### config.mk
export PLATFORM = sky130hd
export DESIGN_NAME = systolic_ctrl_flat
export DESIGN_NICKNAME = d
export VERILOG_FILES = /design/src/rtl/systolic_pkg.sv /design/src/rtl/systolic_ctrl_if.sv /design/src/rtl/systolic_ctrl_skew_shift.sv /design/src/rtl/systolic_ctrl.sv /design/src/flat_wrapper.sv
export SDC_FILE = /design/constraint.sdc
export NUM_CORES = 1
export LEC_CHECK = 0
export CAP_MARGIN = 25
export CORE_ASPECT_RATIO = 0.6
export CORE_MARGIN = 2
export CORE_UTILIZATION = 40
export DETAILED_ROUTE_END_ITERATION = 8
export GPL_TIMING_DRIVEN = 0
export PLACE_DENSITY = 0.67
export SYNTH_ARGS = -nofsm -noshare
export SYNTH_HDL_FRONTEND = slang
export SYNTH_HIERARCHICAL = 1
export SYNTH_SLANG_ARGS = --single-unit
### constraint.sdc
create_clock -name clk -period 6.1 [get_ports clk]
set_clock_uncertainty 0.2 [all_clocks]
set_input_delay 1.22 -clock clk [delete_from_list [all_inputs] [get_ports clk]]
set_output_delay 1.22 -clock clk [all_outputs]
set_load 0.1 [all_outputs]
### src/rtl/systolic_pkg.sv
// rtl/systolic_pkg.sv - shared types and helpers for the systolic array sequencer
// Contents: ctrl_state_e FSM encoding, PE_LATENCY (pe output register depth),
// drain_cycles() giving the number of cycles for the last wavefront to leave the array.
package systolic_pkg;

    typedef enum logic [2:0] {
        IDLE,
        LOAD_W,
        SWITCH,
        STREAM,
        DRAIN,
        DONE
    } ctrl_state_e;

    localparam int PE_LATENCY = 1;

    function automatic int drain_cycles(input int rows, input int cols);
        return rows + cols - 1;
    endfunction

endpackage

### src/rtl/systolic_ctrl_if.sv
// rtl/systolic_ctrl_if.sv - job request, buffer read and array control bundle
// Ports carried: start/num_vecs (job request), busy/done (status), wbuf_rd_*/ubuf_rd_*
// (buffer reads), accept_w/valid_row/switch_row/pe_enabled (array control), psum_vld
// (output capture). Optional: perf_busy_cycles/perf_jobs when SYSTOLIC_CTRL_PERF_EN is defined.
// master = job issuer / observer, slave = sequencer.
interface systolic_ctrl_if #(
    parameter int ROWS     = 2,
    parameter int COLS     = 2,
    parameter int MAX_VECS = 16,
    parameter int CNT_W    = $clog2(MAX_VECS + 1)
);

    logic                     start;
    logic [CNT_W-1:0]         num_vecs;
    logic                     busy;
    logic                     done;
    logic                     wbuf_rd_en;
    logic [$clog2(ROWS)-1:0]  wbuf_rd_addr;
    logic                     ubuf_rd_en;
    logic [CNT_W-1:0]         ubuf_rd_addr;
    logic [COLS-1:0]          accept_w;
    logic [ROWS-1:0]          valid_row;
    logic [ROWS-1:0]          switch_row;
    logic                     pe_enabled;
    logic                     psum_vld;
`ifdef SYSTOLIC_CTRL_PERF_EN
    logic [31:0]              perf_busy_cycles;
    logic [15:0]              perf_jobs;

    modport master (
        output start, num_vecs,
        input  busy, done, wbuf_rd_en, wbuf_rd_addr, ubuf_rd_en, ubuf_rd_addr,
        input  accept_w, valid_row, switch_row, pe_enabled, psum_vld,
        input  perf_busy_cycles, perf_jobs
    );

    modport slave (
        input  start, num_vecs,
        output busy, done, wbuf_rd_en, wbuf_rd_addr, ubuf_rd_en, ubuf_rd_addr,
        output accept_w, valid_row, switch_row, pe_enabled, psum_vld,
        output perf_busy_cycles, perf_jobs
    );
`else
    modport master (
        output start, num_vecs,
        input  busy, done, wbuf_rd_en, wbuf_rd_addr, ubuf_rd_en, ubuf_rd_addr,
        input  accept_w, valid_row, switch_row, pe_enabled, psum_vld
    );

    modport slave (
        input  start, num_vecs,
        output busy, done, wbuf_rd_en, wbuf_rd_addr, ubuf_rd_en, ubuf_rd_addr,
        output accept_w, valid_row, switch_row, pe_enabled, psum_vld
    );
`endif

endinterface

### src/rtl/systolic_ctrl_skew_shift.sv
// rtl/systolic_ctrl_skew_shift.sv - tapped delay line producing per-row control skew
// Ports: clk, rst (sync active-high), bit_in, taps[DEPTH-1:0] where taps[i] is bit_in
// delayed i cycles (taps[0] is bit_in itself).
module skew_shift #(
    parameter int DEPTH = 2
) (
    input  logic             clk,
    input  logic             rst,
    input  logic             bit_in,
    output logic [DEPTH-1:0] taps
);

    assign taps[0] = bit_in;

    for (genvar i = 1; i < DEPTH; i++) begin : g_tap
        logic q;

        always_ff @(posedge clk) begin
            if (rst) begin
                q <= 1'b0;
            end else begin
                q <= taps[i-1];
            end
        end

        assign taps[i] = q;
    end

endmodule

### src/rtl/systolic_ctrl.sv
// rtl/systolic_ctrl.sv - weight-stationary systolic array job sequencer
// Ports: clk, rst (sync active-high), bus (systolic_ctrl_if.slave: start/num_vecs in;
// busy, done, buffer read strobes/addresses, accept_w, skewed valid_row/switch_row,
// pe_enabled, psum_vld out). Macro SYSTOLIC_CTRL_PERF_EN adds perf_busy_cycles/perf_jobs.
// Job: LOAD_W (ROWS) -> SWITCH (1) -> STREAM (vec_q) -> DRAIN (ROWS+COLS-1) -> DONE (1).
module systolic_ctrl
    import systolic_pkg::*;
#(
    parameter int ROWS     = 2,
    parameter int COLS     = 2,
    parameter int MAX_VECS = 16,
    parameter int CNT_W    = $clog2(MAX_VECS + 1)
) (
    input  logic clk,
    input  logic rst,
    systolic_ctrl_if.slave bus
);

    localparam int AW        = $clog2(ROWS);
    localparam int CW        = (CNT_W > AW) ? CNT_W : AW;
    localparam int DRAIN_LEN = drain_cycles(ROWS, COLS);

    ctrl_state_e            state_q;
    ctrl_state_e            state_d;
    logic [CW-1:0]          cnt_q;
    logic [CNT_W-1:0]       vec_q;
    logic                   valid_in;
    logic                   switch_in;
    logic [ROWS-1:0]        valid_taps;
    logic [ROWS-1:0]        switch_taps;
    logic [PE_LATENCY-1:0]  psum_pipe;

    always_ff @(posedge clk) begin
        if (rst) begin
            state_q <= IDLE;
        end else begin
            state_q <= state_d;
        end
    end

    // Phase counter: restarts on every state change so each phase counts from 0.
    always_ff @(posedge clk) begin
        if (rst || state_q == IDLE || state_d != state_q) begin
            cnt_q <= '0;
        end else begin
            cnt_q <= cnt_q + 1'b1;
        end
    end

    always_ff @(posedge clk) begin
        if (rst) begin
            vec_q <= '0;
        end else if (state_q == IDLE && bus.start) begin
            vec_q <= (bus.num_vecs > CNT_W'(MAX_VECS)) ? CNT_W'(MAX_VECS) : bus.num_vecs;
        end
    end

    always_comb begin
        state_d = state_q;
        case (state_q)
            IDLE:    if (bus.start) state_d = LOAD_W;
            LOAD_W:  if (cnt_q == CW'(ROWS - 1)) state_d = SWITCH;
            SWITCH:  state_d = (vec_q != '0) ? STREAM : DRAIN;
            STREAM:  if (cnt_q == CW'(vec_q) - CW'(1)) state_d = DRAIN;
            DRAIN:   if (cnt_q == CW'(DRAIN_LEN - 1)) state_d = DONE;
            DONE:    state_d = IDLE;
            default: state_d = IDLE;
        endcase
    end

    always_comb begin
        bus.busy         = (state_q != IDLE);
        bus.done         = 1'b0;
        bus.wbuf_rd_en   = 1'b0;
        bus.wbuf_rd_addr = '0;
        bus.ubuf_rd_en   = 1'b0;
        bus.ubuf_rd_addr = '0;
        bus.accept_w     = '0;
        valid_in         = 1'b0;
        switch_in        = 1'b0;
        case (state_q)
            LOAD_W: begin
                // Bottom row first: weights ripple down from the top as accept_w shifts them.
                bus.wbuf_rd_en   = 1'b1;
                bus.wbuf_rd_addr = AW'(ROWS - 1) - cnt_q[AW-1:0];
                bus.accept_w     = '1;
            end
            SWITCH: switch_in = 1'b1;
            STREAM: begin
                bus.ubuf_rd_en   = 1'b1;
                bus.ubuf_rd_addr = cnt_q[CNT_W-1:0];
                valid_in         = 1'b1;
            end
            DONE:    bus.done = 1'b1;
            default: ;
        endcase
    end

    skew_shift #(.DEPTH(ROWS)) u_valid_skew (
        .clk    (clk),
        .rst    (rst),
        .bit_in (valid_in),
        .taps   (valid_taps)
    );

    skew_shift #(.DEPTH(ROWS)) u_switch_skew (
        .clk    (clk),
        .rst    (rst),
        .bit_in (switch_in),
        .taps   (switch_taps)
    );

    // Bottom-row result appears PE_LATENCY cycles after its valid reaches that row.
    always_ff @(posedge clk) begin
        if (rst) begin
            psum_pipe <= '0;
        end else begin
            psum_pipe <= (psum_pipe << 1) | PE_LATENCY'(valid_taps[ROWS-1]);
        end
    end

    assign bus.valid_row  = valid_taps;
    assign bus.switch_row = switch_taps;
    assign bus.psum_vld   = psum_pipe[PE_LATENCY-1];
    assign bus.pe_enabled = 1'b1;

`ifdef SYSTOLIC_CTRL_PERF_EN
    logic [31:0] perf_busy_q;
    logic [15:0] perf_jobs_q;

    always_ff @(posedge clk) begin
        if (rst) begin
            perf_busy_q <= '0;
            perf_jobs_q <= '0;
        end else begin
            if (bus.busy && perf_busy_q != '1) perf_busy_q <= perf_busy_q + 1'b1;
            if (bus.done && perf_jobs_q != '1) perf_jobs_q <= perf_jobs_q + 1'b1;
        end
    end

    assign bus.perf_busy_cycles = perf_busy_q;
    assign bus.perf_jobs        = perf_jobs_q;
`else
    // Performance counters are not built in this configuration.
`endif

endmodule

### src/flat_wrapper.sv
// flat-port wrapper written by rule: the top's interface ports become plain ports
module systolic_ctrl_flat import systolic_pkg::*;
#(
    parameter int ROWS     = 2,
    parameter int COLS     = 2,
    parameter int MAX_VECS = 16,
    parameter int CNT_W    = $clog2(MAX_VECS + 1)
)
  (clk, rst, bus_start, bus_num_vecs, bus_busy, bus_done, bus_wbuf_rd_en, bus_wbuf_rd_addr, bus_ubuf_rd_en, bus_ubuf_rd_addr, bus_accept_w, bus_valid_row, bus_switch_row, bus_pe_enabled, bus_psum_vld);
  systolic_ctrl_if #(.ROWS(ROWS), .COLS(COLS), .MAX_VECS(MAX_VECS), .CNT_W(CNT_W)) bus_i ();
  input  logic clk;
  input  logic rst;
  input wire logic [$bits(bus_i.start)-1:0] bus_start;
  input wire logic [$bits(bus_i.num_vecs)-1:0] bus_num_vecs;
  output wire logic [$bits(bus_i.busy)-1:0] bus_busy;
  output wire logic [$bits(bus_i.done)-1:0] bus_done;
  output wire logic [$bits(bus_i.wbuf_rd_en)-1:0] bus_wbuf_rd_en;
  output wire logic [$bits(bus_i.wbuf_rd_addr)-1:0] bus_wbuf_rd_addr;
  output wire logic [$bits(bus_i.ubuf_rd_en)-1:0] bus_ubuf_rd_en;
  output wire logic [$bits(bus_i.ubuf_rd_addr)-1:0] bus_ubuf_rd_addr;
  output wire logic [$bits(bus_i.accept_w)-1:0] bus_accept_w;
  output wire logic [$bits(bus_i.valid_row)-1:0] bus_valid_row;
  output wire logic [$bits(bus_i.switch_row)-1:0] bus_switch_row;
  output wire logic [$bits(bus_i.pe_enabled)-1:0] bus_pe_enabled;
  output wire logic [$bits(bus_i.psum_vld)-1:0] bus_psum_vld;
  assign bus_i.start = bus_start;
  assign bus_i.num_vecs = bus_num_vecs;
  assign bus_busy = bus_i.busy;
  assign bus_done = bus_i.done;
  assign bus_wbuf_rd_en = bus_i.wbuf_rd_en;
  assign bus_wbuf_rd_addr = bus_i.wbuf_rd_addr;
  assign bus_ubuf_rd_en = bus_i.ubuf_rd_en;
  assign bus_ubuf_rd_addr = bus_i.ubuf_rd_addr;
  assign bus_accept_w = bus_i.accept_w;
  assign bus_valid_row = bus_i.valid_row;
  assign bus_switch_row = bus_i.switch_row;
  assign bus_pe_enabled = bus_i.pe_enabled;
  assign bus_psum_vld = bus_i.psum_vld;
  systolic_ctrl #(.ROWS(ROWS), .COLS(COLS), .MAX_VECS(MAX_VECS), .CNT_W(CNT_W)) u_core (.clk(clk), .rst(rst), .bus(bus_i));
endmodule
==> reports/results.txt <==
Initial Utilization -> 43.70%
die width -> 67.93 µm
DP Worst Slack -> 2.377 ns
max incr delay on CP -> 1.11 ns
Worst Path Arrival -> 2.57 ns
Pwr Density -> 228.4 nW/µm²
YS warnings -> 6
area post-placement -> 1259 µm²
row count -> 13
crit path kind -> reg -> out
Critical Path Start -> u_core/state_q[0]
CTS max path bufs -> 2
most area-consuming cells after synthesis -> dfxtp_1 (33%), buf_4 (5.4%), ha_1 (5.1%), nor3_1 (5.1%), nand2_1 (4.6%)
largest net degree at the start of global routing -> 11
First DRT Iteration DRCs -> 61
setup_tns -> 0 ns
H-tree depth -> 1
final-report hold violation count -> 0
Synth Area in Adders -> 5.102%
Least-Margin Pin Slew -> 0.9749 ns
via count -> 870
initial antenna violation count -> 0
Pre-Repair DR Iteration Count -> 4
post-synthesis register bit count -> 16
Critical Path Fanout Max -> 7
area grow syn2layout -> 33.93%
fin crit period -> 3.989 ns
worst skew pair latency -> 0.25 ns
hold path start -> u_core/vec_q[4]
worst setup margin -> 2.111 ns
Die H -> 42.36 µm
CTS clock-pin slew for the worst setup and hold paths -> 0.06 ns
Worst path slowest cell -> clkdlybuf4s50_1
Remaining DRCs -> 0
post-synthesis compound-gate area fraction -> 14.29%
vias in the first global route -> 789
simple-gate area share of the yosys netlist -> 29.72%
XOR/XNOR Fraction of Synth Area -> 7.143%
design area -> 1314 µm²
CP Cell Sequence -> nor2b_2, nand2_1, clkinv_1, buf_4, clkdlybuf4s50_1
Congestion Overflow GR -> 0
Post-synth EDFFs -> 0
port bufs -> 24
number of gates resized after cts -> 0
synthesized instance count -> 117
Max-cap violations -> 0
area leader, netlist -> dfxtp_1
Core Util, Final -> 58.53%
nets@finish -> 158
FFs w/ async S/R, synth -> 0%
CTS Hold Bufs -> 0
Ant. Diodes -> 0
most instantiated library cell after synthesis -> dfxtp_1
post-synthesis sequential area ratio -> 32.65%
post-synthesis mux area share -> 0%
CP Capture Type -> output pin
Worst Setup Start Kind -> flop
fillers -> 203
TritonCTS buffer count -> 3
CTS sink count -> 16
routability cong. -> 0.7831
Crit path required time -> 4.68 ns
drt wl/cell -> 12.57 µm
Max Slew Vio Count -> 0
ys flop type -> dfxtp_1
area share of the largest cell type after synthesis -> 32.65%
Total GRT Usage -> 16.58%
Post-Place Cells -> 171
TritonCTS clock tree -> yes
largest family of logic cells by synthesized area -> simple AND/OR/NAND/NOR gates
post-DP HPWL -> 1.782 mm
VDD IR max -> 136.7 µV
Final setup violation count -> 0
Ports -> 26
global-route wire length before repair -> 3.643 mm
Worst Hold Class -> reg -> reg
Root Driver -> clkbuf_8
Fmax -> 250.7 MHz
fraction of final layout cells sized beyond drive strength 1 -> 11.72%
RSZ-0062 raised after global routing -> no
Yosys cell types -> 35
period utilization -> 65.40%
Static Leak -> 0.5031 nW
most common library cells after synthesis -> dfxtp_1 (16), nand2_1 (12), nor3_1 (10)
Avg Inst Size Synth -> 8.384 µm²
Finished Layout Cells -> 175
post-route ant nets -> 0
Crit Reg-Reg Startpoint -> u_core/vec_q[0]
Slew headroom -> 34.80%
Mapped Nets -> 129
Vias/cell -> 4.971
Mapped Area -> 980.9 µm²
Die ar. -> 2878 µm²
status -> complete, no violations
Detailed Route WL -> 2.199 mm
core area -> 2245 µm²
Post-CTS Setup Bufs -> 0
[final timing paths]
kind | to | slack (ns) | cells past startpoint
min | u_core/vec_q[4] | 0.29 | 2
min reg2reg | u_core/vec_q[4] | 0.29 | 2
max reg2reg | u_core/cnt_q[2] | 3.99 | 7
max | bus_valid_row[0] | 2.11 | 5
[per-stage QoR]
stage                     hold slack, ns  total power [mW]
after floorplan                   0.2450            0.1871
after global placement            0.2587            0.2081
after detailed placement          0.2798            0.2097
after CTS                         0.2895            0.3033
after global routing              0.3059            0.3148
final                             0.2905            0.3001
[flip-flops by register name, indices dropped and copies added (netlist names)]
| register | count |
|---|---|
| u_core/cnt_q | 5 |
| u_core/state_q | 3 |
| u_core/vec_q | 5 |
| u_core/bus.psum_vld | 1 |
| u_core/u_valid_skew/g_tap.q | 1 |
| u_core/u_switch_skew/g_tap.q | 1 |
[critical path: cells and delay by family (launching register included)]
family | cells | cell delay [ns]
buffers and inverters | 3 | 1.43
DFF | 1 | 0.41
and+or+nand+nor | 2 | 0.48
[power by group]
part / internal, mW / switching [mW] / total (mW)
Sequential: 0.108 / 0.00559 / 0.114
Clock: 0.0572 / 0.0358 / 0.0930
Combinational: 0.0289 / 0.0641 / 0.0931
Total: 0.195 / 0.105 / 0.300
[metal layers]
metal | routed length (µm) | global-route usage (%) | vias up
met2 | 978 | 22.91 | 20
li1 | - | - | 450
met1 | 1123 | 24.76 | 400
met3 | 98 | 5.376 | 0
met5 | 0 | 0 | -
met4 | 0 | 3.200 | 0
[final cells by class]
cell class | count | area [µm²] | share of cell area, %
inverter | 9 | 33.78 | 2.571
clock buffer | 4 | 55.05 | 4.190
multi-input combinational | 82 | 555.5 | 42.29
timing repair buffer | 24 | 240.2 | 18.29
sequential | 16 | 320.3 | 24.38
tap | 30 | 37.54 | 2.857
buffer | 10 | 71.32 | 5.429
[layout by cell type, fill, tap and decap left out, types with 2 or more instances in the layout]
cell             instances
o211ai_1                 3
nor2b_4                  2
ha_1                     4
nand3_1                  3
a21oi_1                  5
dfxtp_1                 16
o21ai_0                  2
inv_1                    8
clkbuf_1                 2
xor2_1                   5
xnor2_1                  3
nand2_1                 12
nor3_1                  10
and3_1                   4
clkbuf_8                 4
nor2_1                   5
nor2b_1                  3
buf_4                    7
nand3b_1                 5
clkdlybuf4s50_1         24
and2_1                   2
[kinds of logic after synthesis]
family          Yosys count
fa+ha+maj                 4
simple gates             51
xor+xnor                  8
flops                    16
buf+inv                  19
compound gates           18
other cells               1
No activity file was read; power rests on OpenSTA's default activity.
